**src/rtl/fabosc_rst_pkg.sv**
```systemverilog
// Shared types and constants for the fabric-oscillator reset sequencer.
package fabosc_rst_pkg;

    typedef enum logic [2:0] {
        RST_HOLD  = 3'd0,
        WAIT_LOCK = 3'd1,
        STABLE    = 3'd2,
        CORE_UP   = 3'd3,
        RUN       = 3'd4,
        SW_HOLD   = 3'd5
    } state_t;

    localparam int LOSS_CNT_W = 8;

    // Width of a counter that runs 0..n-1; never narrower than one bit.
    function automatic int cnt_width(input int n);
        return (n <= 2) ? 1 : $clog2(n);
    endfunction

endpackage

```
**src/rtl/fabosc_sync_bit.sv**
```systemverilog
// Multi-stage flip-flop synchroniser with asynchronous active-high clear.
module fabosc_sync_bit #(
    parameter int SYNC_STAGES = 2
) (
    input  logic clk,
    input  logic rst,
    input  logic d,
    output logic q
);

    logic [SYNC_STAGES-1:0] sync_reg;

    genvar gi;
    generate
        for (gi = 0; gi < SYNC_STAGES; gi++) begin : g_stage
            if (gi == 0) begin : g_first
                always_ff @(posedge clk or posedge rst) begin
                    if (rst) sync_reg[gi] <= 1'b0;
                    else     sync_reg[gi] <= d;
                end
            end else begin : g_rest
                always_ff @(posedge clk or posedge rst) begin
                    if (rst) sync_reg[gi] <= 1'b0;
                    else     sync_reg[gi] <= sync_reg[gi-1];
                end
            end
        end
    endgenerate

    assign q = sync_reg[SYNC_STAGES-1];

endmodule

```
**src/rtl/fabosc_rst_seq.sv**
```systemverilog
// Reset sequencer: qualifies PLL lock, releases core reset, then peripheral
// reset after a stagger; handles filtered lock loss, button and software reset.
module fabosc_rst_seq
    import fabosc_rst_pkg::*;
#(
    parameter int SYNC_STAGES        = 2,
    parameter int LOCK_STABLE_CYCLES = 1024,
    parameter int STAGGER_CYCLES     = 16,
    parameter int LOSS_FILTER        = 4,
    parameter int SW_HOLD_CYCLES     = 32
) (
    input  logic                  CLK,
    input  logic                  RESET,
    input  logic                  PLL_LOCK,
    input  logic                  EXT_RST_N,
    input  logic                  SW_RST_REQ,
    output logic                  FAB_RESET_N,
    output logic                  PERIPH_RESET_N,
    output logic                  READY,
    output logic [2:0]            STATE,
    output logic [LOSS_CNT_W-1:0] LOCK_LOSS_CNT
);

    localparam int STABLE_W = cnt_width(LOCK_STABLE_CYCLES);
    localparam int STAG_W   = cnt_width(STAGGER_CYCLES);
    localparam int LOSS_W   = cnt_width(LOSS_FILTER);
    localparam int HOLD_W   = cnt_width(SW_HOLD_CYCLES);

    localparam logic [STABLE_W-1:0] STABLE_LAST = STABLE_W'(LOCK_STABLE_CYCLES - 1);
    localparam logic [STAG_W-1:0]   STAG_LAST   = STAG_W'(STAGGER_CYCLES - 1);
    localparam logic [LOSS_W-1:0]   LOSS_LAST   = LOSS_W'(LOSS_FILTER - 1);
    localparam logic [HOLD_W-1:0]   HOLD_LAST   = HOLD_W'(SW_HOLD_CYCLES - 1);

    logic lock_s;
    logic extn_s;

    fabosc_sync_bit #(.SYNC_STAGES(SYNC_STAGES)) u_sync_lock (
        .clk (CLK),
        .rst (RESET),
        .d   (PLL_LOCK),
        .q   (lock_s)
    );

    fabosc_sync_bit #(.SYNC_STAGES(SYNC_STAGES)) u_sync_extn (
        .clk (CLK),
        .rst (RESET),
        .d   (EXT_RST_N),
        .q   (extn_s)
    );

    state_t                  state_reg;
    logic [STABLE_W-1:0]     stable_cnt_reg;
    logic [STAG_W-1:0]       stag_cnt_reg;
    logic [LOSS_W-1:0]       loss_cnt_reg;
    logic [HOLD_W-1:0]       hold_cnt_reg;
    logic [LOSS_CNT_W-1:0]   loss_total_reg;
    logic                    fab_n_reg;
    logic                    periph_n_reg;
    logic                    ready_reg;

    always_ff @(posedge CLK or posedge RESET) begin
        if (RESET) begin
            state_reg      <= RST_HOLD;
            stable_cnt_reg <= '0;
            stag_cnt_reg   <= '0;
            loss_cnt_reg   <= '0;
            hold_cnt_reg   <= '0;
            loss_total_reg <= '0;
            fab_n_reg      <= 1'b0;
            periph_n_reg   <= 1'b0;
            ready_reg      <= 1'b0;
        end else if (!extn_s) begin
            // Button press overrides every other event.
            state_reg      <= RST_HOLD;
            stable_cnt_reg <= '0;
            stag_cnt_reg   <= '0;
            loss_cnt_reg   <= '0;
            hold_cnt_reg   <= '0;
            fab_n_reg      <= 1'b0;
            periph_n_reg   <= 1'b0;
            ready_reg      <= 1'b0;
        end else begin
            case (state_reg)
                RST_HOLD: begin
                    state_reg <= WAIT_LOCK;
                end
                WAIT_LOCK: begin
                    stable_cnt_reg <= '0;
                    if (lock_s) state_reg <= STABLE;
                end
                STABLE: begin
                    if (!lock_s) begin
                        state_reg      <= WAIT_LOCK;
                        stable_cnt_reg <= '0;
                    end else if (stable_cnt_reg == STABLE_LAST) begin
                        state_reg    <= CORE_UP;
                        fab_n_reg    <= 1'b1;
                        stag_cnt_reg <= '0;
                        loss_cnt_reg <= '0;
                    end else begin
                        stable_cnt_reg <= stable_cnt_reg + 1'b1;
                    end
                end
                CORE_UP, RUN: begin
                    if (!lock_s && loss_cnt_reg == LOSS_LAST) begin
                        state_reg    <= WAIT_LOCK;
                        fab_n_reg    <= 1'b0;
                        periph_n_reg <= 1'b0;
                        ready_reg    <= 1'b0;
                        loss_cnt_reg <= '0;
                        if (loss_total_reg != '1) loss_total_reg <= loss_total_reg + 1'b1;
                    end else begin
                        loss_cnt_reg <= lock_s ? '0 : loss_cnt_reg + 1'b1;
                        if (SW_RST_REQ) begin
                            state_reg    <= SW_HOLD;
                            fab_n_reg    <= 1'b0;
                            periph_n_reg <= 1'b0;
                            ready_reg    <= 1'b0;
                            hold_cnt_reg <= '0;
                            loss_cnt_reg <= '0;
                        end else if (state_reg == CORE_UP) begin
                            if (stag_cnt_reg == STAG_LAST) begin
                                state_reg    <= RUN;
                                periph_n_reg <= 1'b1;
                                ready_reg    <= 1'b1;
                            end else begin
                                stag_cnt_reg <= stag_cnt_reg + 1'b1;
                            end
                        end
                    end
                end
                SW_HOLD: begin
                    if (hold_cnt_reg == HOLD_LAST) begin
                        state_reg    <= WAIT_LOCK;
                        hold_cnt_reg <= '0;
                    end else begin
                        hold_cnt_reg <= hold_cnt_reg + 1'b1;
                    end
                end
                default: begin
                    state_reg    <= RST_HOLD;
                    fab_n_reg    <= 1'b0;
                    periph_n_reg <= 1'b0;
                    ready_reg    <= 1'b0;
                end
            endcase
        end
    end

    assign FAB_RESET_N    = fab_n_reg;
    assign PERIPH_RESET_N = periph_n_reg;
    assign READY          = ready_reg;
    assign STATE          = state_reg;
    assign LOCK_LOSS_CNT  = loss_total_reg;

endmodule

```
**config.mk**
```make
export PLATFORM = sky130hd
export DESIGN_NAME = fabosc_rst_seq
export DESIGN_NICKNAME = d
export VERILOG_FILES = /design/src/rtl/fabosc_rst_pkg.sv /design/src/rtl/fabosc_sync_bit.sv /design/src/rtl/fabosc_rst_seq.sv
export SDC_FILE = /design/constraint.sdc
export NUM_CORES = 1
export LEC_CHECK = 0
export BUFFER_PORTS_ARGS = -buffer_cell sky130_fd_sc_hd__buf_4
export CAP_MARGIN = 20
export CORE_UTILIZATION = 55
export CTS_BUF_LIST = sky130_fd_sc_hd__clkbuf_2 sky130_fd_sc_hd__clkbuf_4 sky130_fd_sc_hd__clkbuf_8
export DETAILED_ROUTE_END_ITERATION = 10
export PLACE_DENSITY_LB_ADDON = 0.15
export SYNTH_ARGS = -nofsm -noshare
export SYNTH_HDL_FRONTEND = slang
export SYNTH_SLANG_ARGS = --single-unit
```
**constraint.sdc**
```tcl
create_clock -name CLK -period 2.25 [get_ports CLK]
set_clock_uncertainty 0.15 [all_clocks]
set_input_delay 0.3375 -clock CLK [delete_from_list [all_inputs] [get_ports CLK]]
set_output_delay 0.3375 -clock CLK [all_outputs]
set_load 0.02 [all_outputs]
```
[Word level (Yosys, flattened, before mapping)]
Index checks and enable logic that the tools add are counted.
Operators by class
  $add $sub $neg: 5
  reduce and logical (&&, ||, !) cells: 14
  equal/unequal tests: 29
  muxes and demuxes: 46
Operators by type and width (number)
  inequality test 3 bit (second input constant): 12
  2-to-1 mux 10 bit: 3
  2-to-1 mux 4 bit: 7
  2-to-1 mux 3 bit: 9
  2-to-1 mux 5 bit: 4
  one-hot mux 10 bit (2 select lines): 1
  one-hot mux 3 bit (5 select lines): 1
  2-to-1 mux 2 bit: 6
  inequality test 4 bit (second input constant): 3
  adder 10 x 1 -> 10 bit (second input constant): 1
  equality test 10 bit (second input constant): 1
  2-to-1 mux 1 bit: 10
  inequality test 5 bit (second input constant): 2
  one-hot mux 5 bit (2 select lines): 1
  AND reduction 3 bit: 3
  adder 8 x 1 -> 8 bit (second input constant): 1
  inequality test 8 bit (second input constant): 1
  one-hot mux 4 bit (2 select lines): 1
  AND reduction 4 bit: 2
  AND reduction 7 bit: 1
  equality test 3 x 2 -> 1 bit (second input constant): 2
  equality test 3 bit (second input constant): 2
  adder 5 x 1 -> 5 bit (second input constant): 1
  equality test 5 bit (second input constant): 1
  17 further kinds: 18
Storage, ports and cells
  bits in registers: 38
  input bits: 5
  logic and storage cells: 106
  output and inout port bits: 14

[Logic depth before layout (Yosys ltp)]
Gate-level depths: netlist of run 1.
  word-level depth: 7
  gate-level depth with buffers: 7
  mapped depth without buffers: 7

[Hierarchy]
Synthesis of run 1 repeated with hierarchy kept, for this count alone.
Second synthesis, totals
  cells, all modules: 209
  area, all modules: 2030.7 sq um
Modules (own cells, without submodules)
  fabosc_rst_seq: area an instance 1923.1 sq um, times used 1, cells each 203, seq. area each 850.8 sq um
  fabosc_sync_bit: area an instance 53.8 sq um, times used 2, cells each 3, seq. area each 50.0 sq um

[Least setup slack after synthesis of run 1]
Ideal clock, no wire load.
  kind: reg-to-reg
  start point: register state_reg[2], in the netlist STATE[2]
  end point: register state_reg[1], in the netlist STATE[1]
  library setup time: 0.127 ns
  clock period less this slack: 2.275 ns
  path slack: -0.025 ns
  buffers on the path: 1
  cell stages (with the launch flop): 7
  data required time: 1.973 ns
  arrival time: 1.997 ns
  cell sequence: dfrtp_1 -> nor4bb_1 -> buf_2 -> a31oi_4 -> nor2b_2 -> a2111oi_4 -> mux2_1
On the way
  longest elaborated chain between the ends: 4
  elaborated cells on any way between the ends: 15
  classes of those cells: eq/ne (10); mux (2); reduce/logical (3)
RTL lines
  start: declaration: RTL line fabosc_rst_seq.sv:51  | state_t state_reg;
  start signal: assignment: RTL line fabosc_rst_seq.sv:63  | state_reg <= RST_HOLD;
  start signal: assignment: RTL line fabosc_rst_seq.sv:74  | state_reg <= RST_HOLD;
  start signal: assignment: RTL line fabosc_rst_seq.sv:85  | state_reg <= WAIT_LOCK;
  equality test 3 x 2 -> 1 bit / equality test 3 bit (equally long branches): RTL line fabosc_rst_seq.sv:83, fabosc_rst_seq.sv:121
  OR reduction 2 bit: RTL line fabosc_rst_seq.sv:83  | case (state_reg)
  inequality test 5 bit (no source line) / one-hot mux 3 bit (5 select lines) (equally long branches)
  AND reduction 5 bit (no source line) / 2-to-1 mux 3 bit (equally long branches)
Parallel ways exist; a longest one is shown, timed or not.
A chain may end at the register's enable or synchronous reset.

[Worst setup path in the final report of run 1]
  start point: register hold_cnt_reg[1]
  end point: register state_reg[2], in the netlist STATE[2]
On the way
  longest elaborated chain between the ends: 3
RTL lines
  start: declaration: RTL line fabosc_rst_seq.sv:55  | logic [HOLD_W-1:0] hold_cnt_reg;
  start signal: assignment: RTL line fabosc_rst_seq.sv:137  | hold_cnt_reg <= hold_cnt_reg + 1'b1;
  equality test 5 bit: RTL line fabosc_rst_seq.sv:133  | if (hold_cnt_reg == HOLD_LAST) begin
  inequality test 3 bit (no source line)
  AND reduction 5 bit (no source line)
  end signal: assignment: RTL line fabosc_rst_seq.sv:123  | state_reg <= RUN;
  end signal: assignment: RTL line fabosc_rst_seq.sv:134  | state_reg <= WAIT_LOCK;
  end signal: assignment: RTL line fabosc_rst_seq.sv:141  | state_reg <= RST_HOLD;
Every way passes these cells.

==> metrics.json, run 1 <==
{
  "groute.layer.met2.usage": {"value": 0.401},
  "drive_gt1_frac": {"value": 0.255},
  "via_count_of_the_first_global_routing_pass": {"value": 1659},
  "register_area_share_after_synthesis": {"value": 0.463},
  "cts-root-buf": {"value": "clkbuf_8"},
  "asyncSetResetFlopFracSynth": {"value": 1.00},
  "detail_route.drc_violations": {"value": 0},
  "rows": {"value": 21},
  "syn-cell-area": {"value": 2050, "unit": "um^2"},
  "clk_transition_reported_paths": {"value": 0.08, "unit": "ns"},
  "postRouteAntennaNets": {"value": 0},
  "totalWireLength": {"value": 4.33, "unit": "mm"},
  "drc_violation_total_after_the_first_tritonroute_iteration": {"value": 106},
  "synth_edf_count": {"value": 0},
  "num_antenna_cells": {"value": 0},
  "die_h": {"value": 63.1, "unit": "um"},
  "distinct_cell_type_count_after_synthesis": {"value": 43},
  "status": {"value": "finished clean"},
  "cts.sinks": {"value": 38},
  "largest_register_ffs": {"value": 10},
  "antenna_found_initial": {"value": 0},
  "htree_num_levels": {"value": 2},
  "congestion_overflow_gr": {"value": 0},
  "area.growth.synth_to_final": {"value": 23.9, "unit": "%"},
  "post-place-ws": {"value": 0.00957, "unit": "ns"},
  "leakagePower": {"value": 1.22, "unit": "nW"},
  "layout_commonest_cell": {"value": "buf_4"},
  "period_share": {"value": 0.952},
  "grt_pass1_wl": {"value": 7.40, "unit": "mm"},
  "yosys_warning_total": {"value": 0},
  "gpl.final_weighted_congestion": {"value": 0.812},
  "clk_latency": {"value": 0.30, "unit": "ns"},
  "floorplan.io_pins": {"value": 19},
  "critPathRequiredTime": {"value": 2.29, "unit": "ns"},
  "worst-slew-pin-transition": {"value": 0.478, "unit": "ns"},
  "gr-usage-met1": {"value": 0.292},
  "busiest_layer": {"value": "met2"},
  "port_buffers": {"value": 18},
  "timing.final.crit_period": {"value": 2.14, "unit": "ns"},
  "syn_nets": {"value": 205},
  "groute.layer.met3.usage": {"value": 0.0598},
  "grt_max_degree": {"value": 39},
  "post_dp_cell_area": {"value": 2330, "unit": "um^2"},
  "post-route-worst-setup-slack": {"value": 0.109, "unit": "ns"},
  "max_slew_margin": {"value": 0.681},
  "critPathArrivalTime": {"value": 2.18, "unit": "ns"},
  "max_clock_freq": {"value": 467, "unit": "MHz"},
  "rsz0062_at_grt": {"value": "no"},
  "filler_cell_count": {"value": 249},
  "tritoncts": {"value": "built"},
  "final_cell_mix": {"value": "38 x buf_4, 37 x dfrtp_1, 16 x nor2_1"},
  "critPathMaxFanout": {"value": 3},
  "cts.path.max_buffers": {"value": 2},
  "route.detailed.vias_per_inst": {"value": 5.95},
  "drt_first_pass_iters": {"value": 5},
  "netlist_instances": {"value": 194},
  "critPathCaptureType": {"value": "register"},
  "layout.nets": {"value": 245},
  "tns": {"value": 0, "unit": "ns"},
  "num_vias": {"value": 1672},
  "routed_wire_length_per_instance": {"value": 15.4, "unit": "um"},
  "postSynthAreaPerCell": {"value": 10.6, "unit": "um^2"},
  "start_kind": {"value": "register"},
  "synth-main-ff-cell": {"value": "dfrtp_1"},
  "final-hold-violation-count": {"value": 0},
  "gr-usage-all-layers": {"value": 0.241},
  "setup_viol": {"value": 0},
  "min-delay-path-class": {"value": "input port to asynchronous set/reset pin"},
  "dp_hpwl": {"value": 3.03, "unit": "mm"},
  "tritoncts.num_buffers": {"value": 5},
  "power.density": {"value": 834, "unit": "nW/um^2"},
  "crit_type": {"value": "register to register"},
  "drv_cap": {"value": 0},
  "fp.dieW": {"value": 63.1, "unit": "um"},
  "worst_ir_drop_vdd": {"value": 0.554, "unit": "mV"},
  "effective_utilization_at_floorplan": {"value": 0.596},
  "flip_flop_and_latch_count_after_synthesis": {"value": 38},
  "final_area": {"value": 2540, "unit": "um^2"},
  "final_max_slew_viol_count": {"value": 0},
  "fp.coreArea": {"value": 3440, "unit": "um^2"},
  "die_area": {"value": 3980, "unit": "um^2"}
}
[metal layers]
| layer | up-vias | routed length (um) |
|---|---|---|
| met3 | 8 | 181 |
| met2 | 45 | 2180 |
| met4 | 0 | 82 |
| met1 | 823 | 1890 |
| li1 | 796 | - |
| met5 | - | 0 |
[power breakdown]
| part | total, mW | switching (mW) | internal, mW | leakage, nW |
|---|---|---|---|---|
| sequential | 0.796 | 0.0709 | 0.725 | 0.516 |
| combinational | 0.620 | 0.346 | 0.274 | 0.636 |
| clock | 0.703 | 0.259 | 0.444 | 0.0683 |
| total | 2.12 | 0.676 | 1.44 | 1.22 |
[Yosys cell counts (2+ instances only)]
| master | count | area [um^2] |
|---|---|---|
| dfrtp_1 | 38 | 951 |
| nor2_1 | 16 | 60.1 |
| and3_1 | 10 | 62.6 |
| o21ai_1 | 9 | 45.0 |
| nand3_1 | 8 | 40.0 |
| nand4_1 | 8 | 50.1 |
| xor2_1 | 8 | 70.1 |
| nand2_1 | 7 | 26.3 |
| xnor2_1 | 7 | 61.3 |
| a21oi_1 | 6 | 30.0 |
| ha_1 | 6 | 75.1 |
| nand2b_1 | 6 | 37.5 |
| and4_1 | 5 | 43.8 |
| mux2i_1 | 5 | 50.1 |
| a22o_1 | 4 | 35.0 |
| clkbuf_1 | 4 | 15.0 |
| nor2b_1 | 4 | 25.0 |
| nor3_1 | 4 | 20.0 |
| o2bb2ai_1 | 4 | 35.0 |
| mux2_1 | 3 | 33.8 |
| buf_2 | 2 | 10.0 |
| inv_1 | 2 | 7.51 |
| inv_2 | 2 | 7.51 |
| mux2_2 | 2 | 22.5 |
| nand3b_1 | 2 | 15.0 |
| o21ai_0 | 2 | 10.0 |
| o22a_1 | 2 | 17.5 |
| o311a_1 | 2 | 20.0 |
| or2_1 | 2 | 12.5 |
[critical path, cell delays in order (launching register included)]
cell       delay, ns
dfrtp_1         0.39
ha_2            0.21
and3_1          0.17
ha_1            0.17
mux2i_1         0.07
and4_1          0.23
a2111oi_4       0.28
mux2_1          0.36
[what timing repair did]
item	4_1_cts	5_1_grt
hold buffers	2	0
hold endpoints to repair	2	0
buffers inserted	0	5
resized for setup	0	4
endpoints found under the setup margin	0	2
[path summary, 6_finish.rpt]
check,start,endpoint,slack [ns],cells past startpoint
min reg2reg,u_sync_extn.sync_reg[0],u_sync_extn.q,0.20,0
max reg2reg,hold_cnt_reg[1],STATE[2],0.11,7
max,hold_cnt_reg[1],STATE[2],0.11,7
min in group CLK,u_sync_extn.sync_reg[0],u_sync_extn.q,0.20,0
max in group asynchronous,RESET,STATE[2],1.60,3
min,RESET,hold_cnt_reg[4],0.0006,3
[kinds of logic (layout without fill, tap and decap cells)]
logic type | count (synthesis) | after routing | share of synthesized area
XOR/XNOR | 15 | 15 | 0.0640
AO/OA/AOI/OAI | 37 | 37 | 0.144
multiplexers | 10 | 10 | 0.0518
adder cells (fa/ha/maj) | 6 | 6 | 0.0366
AND/OR/NAND/NOR | 77 | 77 | 0.217
flip-flops | 38 | 38 | 0.463
buffers and inverters | 11 | 52 | 0.0232
[cell type report]
cell class | count | area, um^2 | share of cell area
Tap cell | 46 | 57.6 | 0.0226
Multi-Input combinational cell | 145 | 1070 | 0.423
Timing Repair Buffer | 40 | 305 | 0.120
Clock inverter | 3 | 68.8 | 0.0271
Clock buffer | 5 | 68.8 | 0.0271
Sequential cell | 38 | 952 | 0.375
Inverter | 4 | 15.0 | 0.00591
[stage by stage]
stage / utilization / power (mW) / hold WS [ns] / instances
after floorplan: - / 1.18 / 0.181 / 194
after detailed placement: 0.678 / 1.41 / 0.186 / 266
final: 0.739 / 2.12 / 0.000635 / 281
after global routing: 0.739 / 2.23 / 0.0605 / 281
after CTS: 0.723 / 2.12 / 0.0111 / 276
after global placement: 0.678 / 1.39 / 0.184 / 266
Power figures use the tool's default switching activity.
==> run 2: changes to the inputs <==
--- a/config.mk
+++ b/config.mk
@@ -11,6 +11,7 @@
 export CTS_BUF_LIST = sky130_fd_sc_hd__clkbuf_2 sky130_fd_sc_hd__clkbuf_4 sky130_fd_sc_hd__clkbuf_8
 export DETAILED_ROUTE_END_ITERATION = 10
 export PLACE_DENSITY_LB_ADDON = 0.15
+export REMOVE_ABC_BUFFERS = 1
 export SYNTH_ARGS = -nofsm -noshare
 export SYNTH_HDL_FRONTEND = slang
 export SYNTH_SLANG_ARGS = --single-unit
==> metrics.json, run 2 (synthesis results as in run 1) <==
{
  "via_count_of_the_first_global_routing_pass": {"value": 1547, "change": "-6.8%"},
  "period_share": {"value": 0.954, "change": "+0.00256"},
  "cell_with_the_biggest_individual_delay_on_the_critical_path": {"value": "dfrtp_1"},
  "critPathMaxStageDelay": {"value": 0.39, "unit": "ns", "change": "about the same"},
  "layout_commonest_cell": {"value": "dfrtp_1"},
  "num_vias": {"value": 1672, "change": "unchanged"},
  "cts.sinks": {"value": 38, "change": "unchanged"},
  "tns": {"value": 0, "unit": "ns", "change": "unchanged"},
  "critPathCaptureType": {"value": "register"},
  "detail_route.drc_violations": {"value": 0, "change": "unchanged"},
  "drt_first_pass_iters": {"value": 4, "change": "-1"},
  "critical_path.top_delay_family": {"value": "simple AND/OR/NAND/NOR gates"},
  "dp_hpwl": {"value": 3.08, "unit": "mm", "change": "+1.9%"},
  "port_buffers": {"value": 18, "change": "unchanged"},
  "tritoncts": {"value": "built"},
  "gr-usage-all-layers": {"value": 0.241, "change": "+0.000850"},
  "critical_path.reg2reg.startpoint": {"value": "stable_cnt_reg[0]"},
  "clk_latency": {"value": 0.29, "unit": "ns", "change": "about the same"},
  "timing.reg2reg.worst_path_depth": {"value": 6, "change": "-1"},
  "rows": {"value": 21, "change": "unchanged"},
  "max_slew_margin": {"value": 0.689, "change": "+0.00774"},
  "timing.final.crit_period": {"value": 2.15, "unit": "ns", "change": "+0.00575 ns"},
  "tritoncts.num_buffers": {"value": 5, "change": "unchanged"},
  "crit_type": {"value": "register to register"},
  "largest_register_ffs": {"value": 10, "change": "unchanged"},
  "num_antenna_cells": {"value": 0, "change": "unchanged"},
  "min-delay-path-class": {"value": "input port to asynchronous set/reset pin"},
  "final_max_slew_viol_count": {"value": 0, "change": "unchanged"},
  "fp.coreArea": {"value": 3440, "unit": "um^2", "change": "unchanged"},
  "fp.dieW": {"value": 63.1, "unit": "um", "change": "unchanged"},
  "grt_pass1_wl": {"value": 7.40, "unit": "mm", "change": "about the same"},
  "grt_max_degree": {"value": 39, "change": "unchanged"},
  "leakagePower": {"value": 1.16, "unit": "nW", "change": "-5.1%"},
  "critPathMaxFanout": {"value": 4, "change": "+1"},
  "start_kind": {"value": "register"},
  "max_clock_freq": {"value": 466, "unit": "MHz", "change": "-0.27%"},
  "status": {"value": "finished clean"},
  "final_cell_mix": {"value": "38 x dfrtp_1, 33 x buf_4, 16 x nor2_1"},
  "power.density": {"value": 756, "unit": "nW/um^2", "change": "-9.3%"},
  "congestion_overflow_gr": {"value": 0, "change": "unchanged"},
  "route.detailed.vias_per_inst": {"value": 6.06, "change": "+1.8%"},
  "final-hold-violation-count": {"value": 0, "change": "unchanged"},
  "drive_gt1_frac": {"value": 0.235, "change": "-0.0205"},
  "antenna_found_initial": {"value": 0, "change": "unchanged"},
  "critPathArrivalTime": {"value": 2.17, "unit": "ns", "change": "about the same"},
  "finalPower": {"value": 1.85, "unit": "mW", "change": "-13%"},
  "gpl.final_weighted_congestion": {"value": 0.805, "change": "-0.89%"},
  "totalWireLength": {"value": 4.20, "unit": "mm", "change": "-3.0%"},
  "htree_num_levels": {"value": 2, "change": "unchanged"},
  "clk_transition_reported_paths": {"value": 0.08, "unit": "ns", "change": "about the same"},
  "worst_ir_drop_vdd": {"value": 0.445, "unit": "mV", "change": "-20%"},
  "drv_cap": {"value": 0, "change": "unchanged"},
  "worst-slew-pin-transition": {"value": 0.467, "unit": "ns", "change": "-0.0116 ns"},
  "r2r_setup_slack": {"value": 0.10, "unit": "ns", "change": "about the same"},
  "die_area": {"value": 3980, "unit": "um^2", "change": "unchanged"},
  "setup_viol": {"value": 0, "change": "unchanged"},
  "drc_violation_total_after_the_first_tritonroute_iteration": {"value": 93, "change": "-12%"},
  "cts-root-buf": {"value": "clkbuf_8"},
  "effective_utilization_at_floorplan": {"value": 0.596, "change": "unchanged"},
  "area.growth.synth_to_final": {"value": 19.5, "unit": "%"},
  "critical_path.cell_chain": {"value": "ha_1 -> and3_4 -> nand4_1 -> nor2b_2 -> a2111oi_4 -> mux2_1"},
  "cts.path.max_buffers": {"value": 2, "change": "unchanged"},
  "rr_endpoint": {"value": "STATE[1]"},
  "critPathRequiredTime": {"value": 2.27, "unit": "ns", "change": "-0.02 ns"},
  "worstPathBufferInverterCount": {"value": 0, "change": "unchanged"},
  "routed_wire_length_per_instance": {"value": 15.2, "unit": "um", "change": "-1.3%"},
  "floorplan.io_pins": {"value": 19, "change": "unchanged"},
  "layout.nets": {"value": 240, "change": "-2.0%"},
  "die_h": {"value": 63.1, "unit": "um", "change": "unchanged"},
  "postRouteAntennaNets": {"value": 0, "change": "unchanged"}
}
[run 2: cell types whose count changed in the layout (fill, tap and decap cells not counted), sizes merged]
cell | before | now
buf | 38 | 33
bufinv | 2 | 0
clkinv | 1 | 2
clkinvlp | 0 | 1
[run 2: metal layers]
metal | track usage | vias to the layer above | routed length [um]
met4 | 0.0843 | 0 | 63
met2 | 0.364 | 47 | 2030
li1 | - | 785 | -
met1 | 0.335 | 833 | 1890
met3 | 0.0634 | 7 | 219
met5 | 0 | - | 0
[run 2: what timing repair did]
item / in CTS / in global routing
hold buffers: 2 / 0
buffers inserted: 0 / 2
resized for setup: 0 / 4
endpoints found under the hold margin: 2 / 0
setup endpoints to repair: 0 / 7
[run 2: worst reg2reg max path: stages (launching register included)]
cell       delay [ns]
dfrtp_1          0.39
ha_1             0.20
and3_4           0.21
nand4_1          0.12
nor2b_2          0.23
a2111oi_4        0.36
mux2_1           0.37
[run 2: how the worst max path moves through the flow]
stage / from / to / slack [ns] / cells past startpoint
2_1_floorplan: STATE[2] / STATE[1] / -0.73 / 5
3_3_place_gp: hold_cnt_reg[0] / STATE[2] / 0.12 / 7
3_5_place_dp: STATE[1] / LOCK_LOSS_CNT[1] / 0.06 / 5
4_1_cts: hold_cnt_reg[0] / STATE[1] / 0.05 / 7
5_1_grt: stable_cnt_reg[0] / STATE[2] / -0.004 / 6
6_report: stable_cnt_reg[0] / STATE[1] / 0.10 / 6
[run 2: where the power goes]
group          internal [mW]  total (mW)  switching [mW]
Clock                  0.217       0.459           0.242
Combinational          0.254       0.615           0.361
Sequential             0.725       0.780          0.0549
Total                   1.20        1.85           0.658
[run 2: through the flow]
stage / worst slack, ns / instances / area, um^2 / utilization / hold WS [ns]
after detailed placement: 0.0629 / 264 / 2310 / 0.671 / 0.186
after CTS: 0.0512 / 274 / 2420 / 0.703 / 0.0303
after floorplan: -0.726 / 187 / 2020 / - / 0.181
after global placement: 0.121 / 264 / 2310 / 0.671 / 0.182
final: 0.103 / 276 / 2450 / 0.712 / 0.0143
after global routing: -0.00363 / 276 / 2450 / 0.712 / 0.0589
[run 2: area by class of cell]
| type | instances | area [um^2] |
|---|---|---|
| Timing Repair Buffer | 35 | 268 |
| Sequential cell | 38 | 951 |
| Tap cell | 46 | 57.6 |
| Inverter | 4 | 15.0 |
| Clock buffer | 5 | 68.8 |
| Multi-Input combinational cell | 145 | 1070 |
| Clock inverter | 3 | 21.3 |
| Fill cell | 267 | 991 |
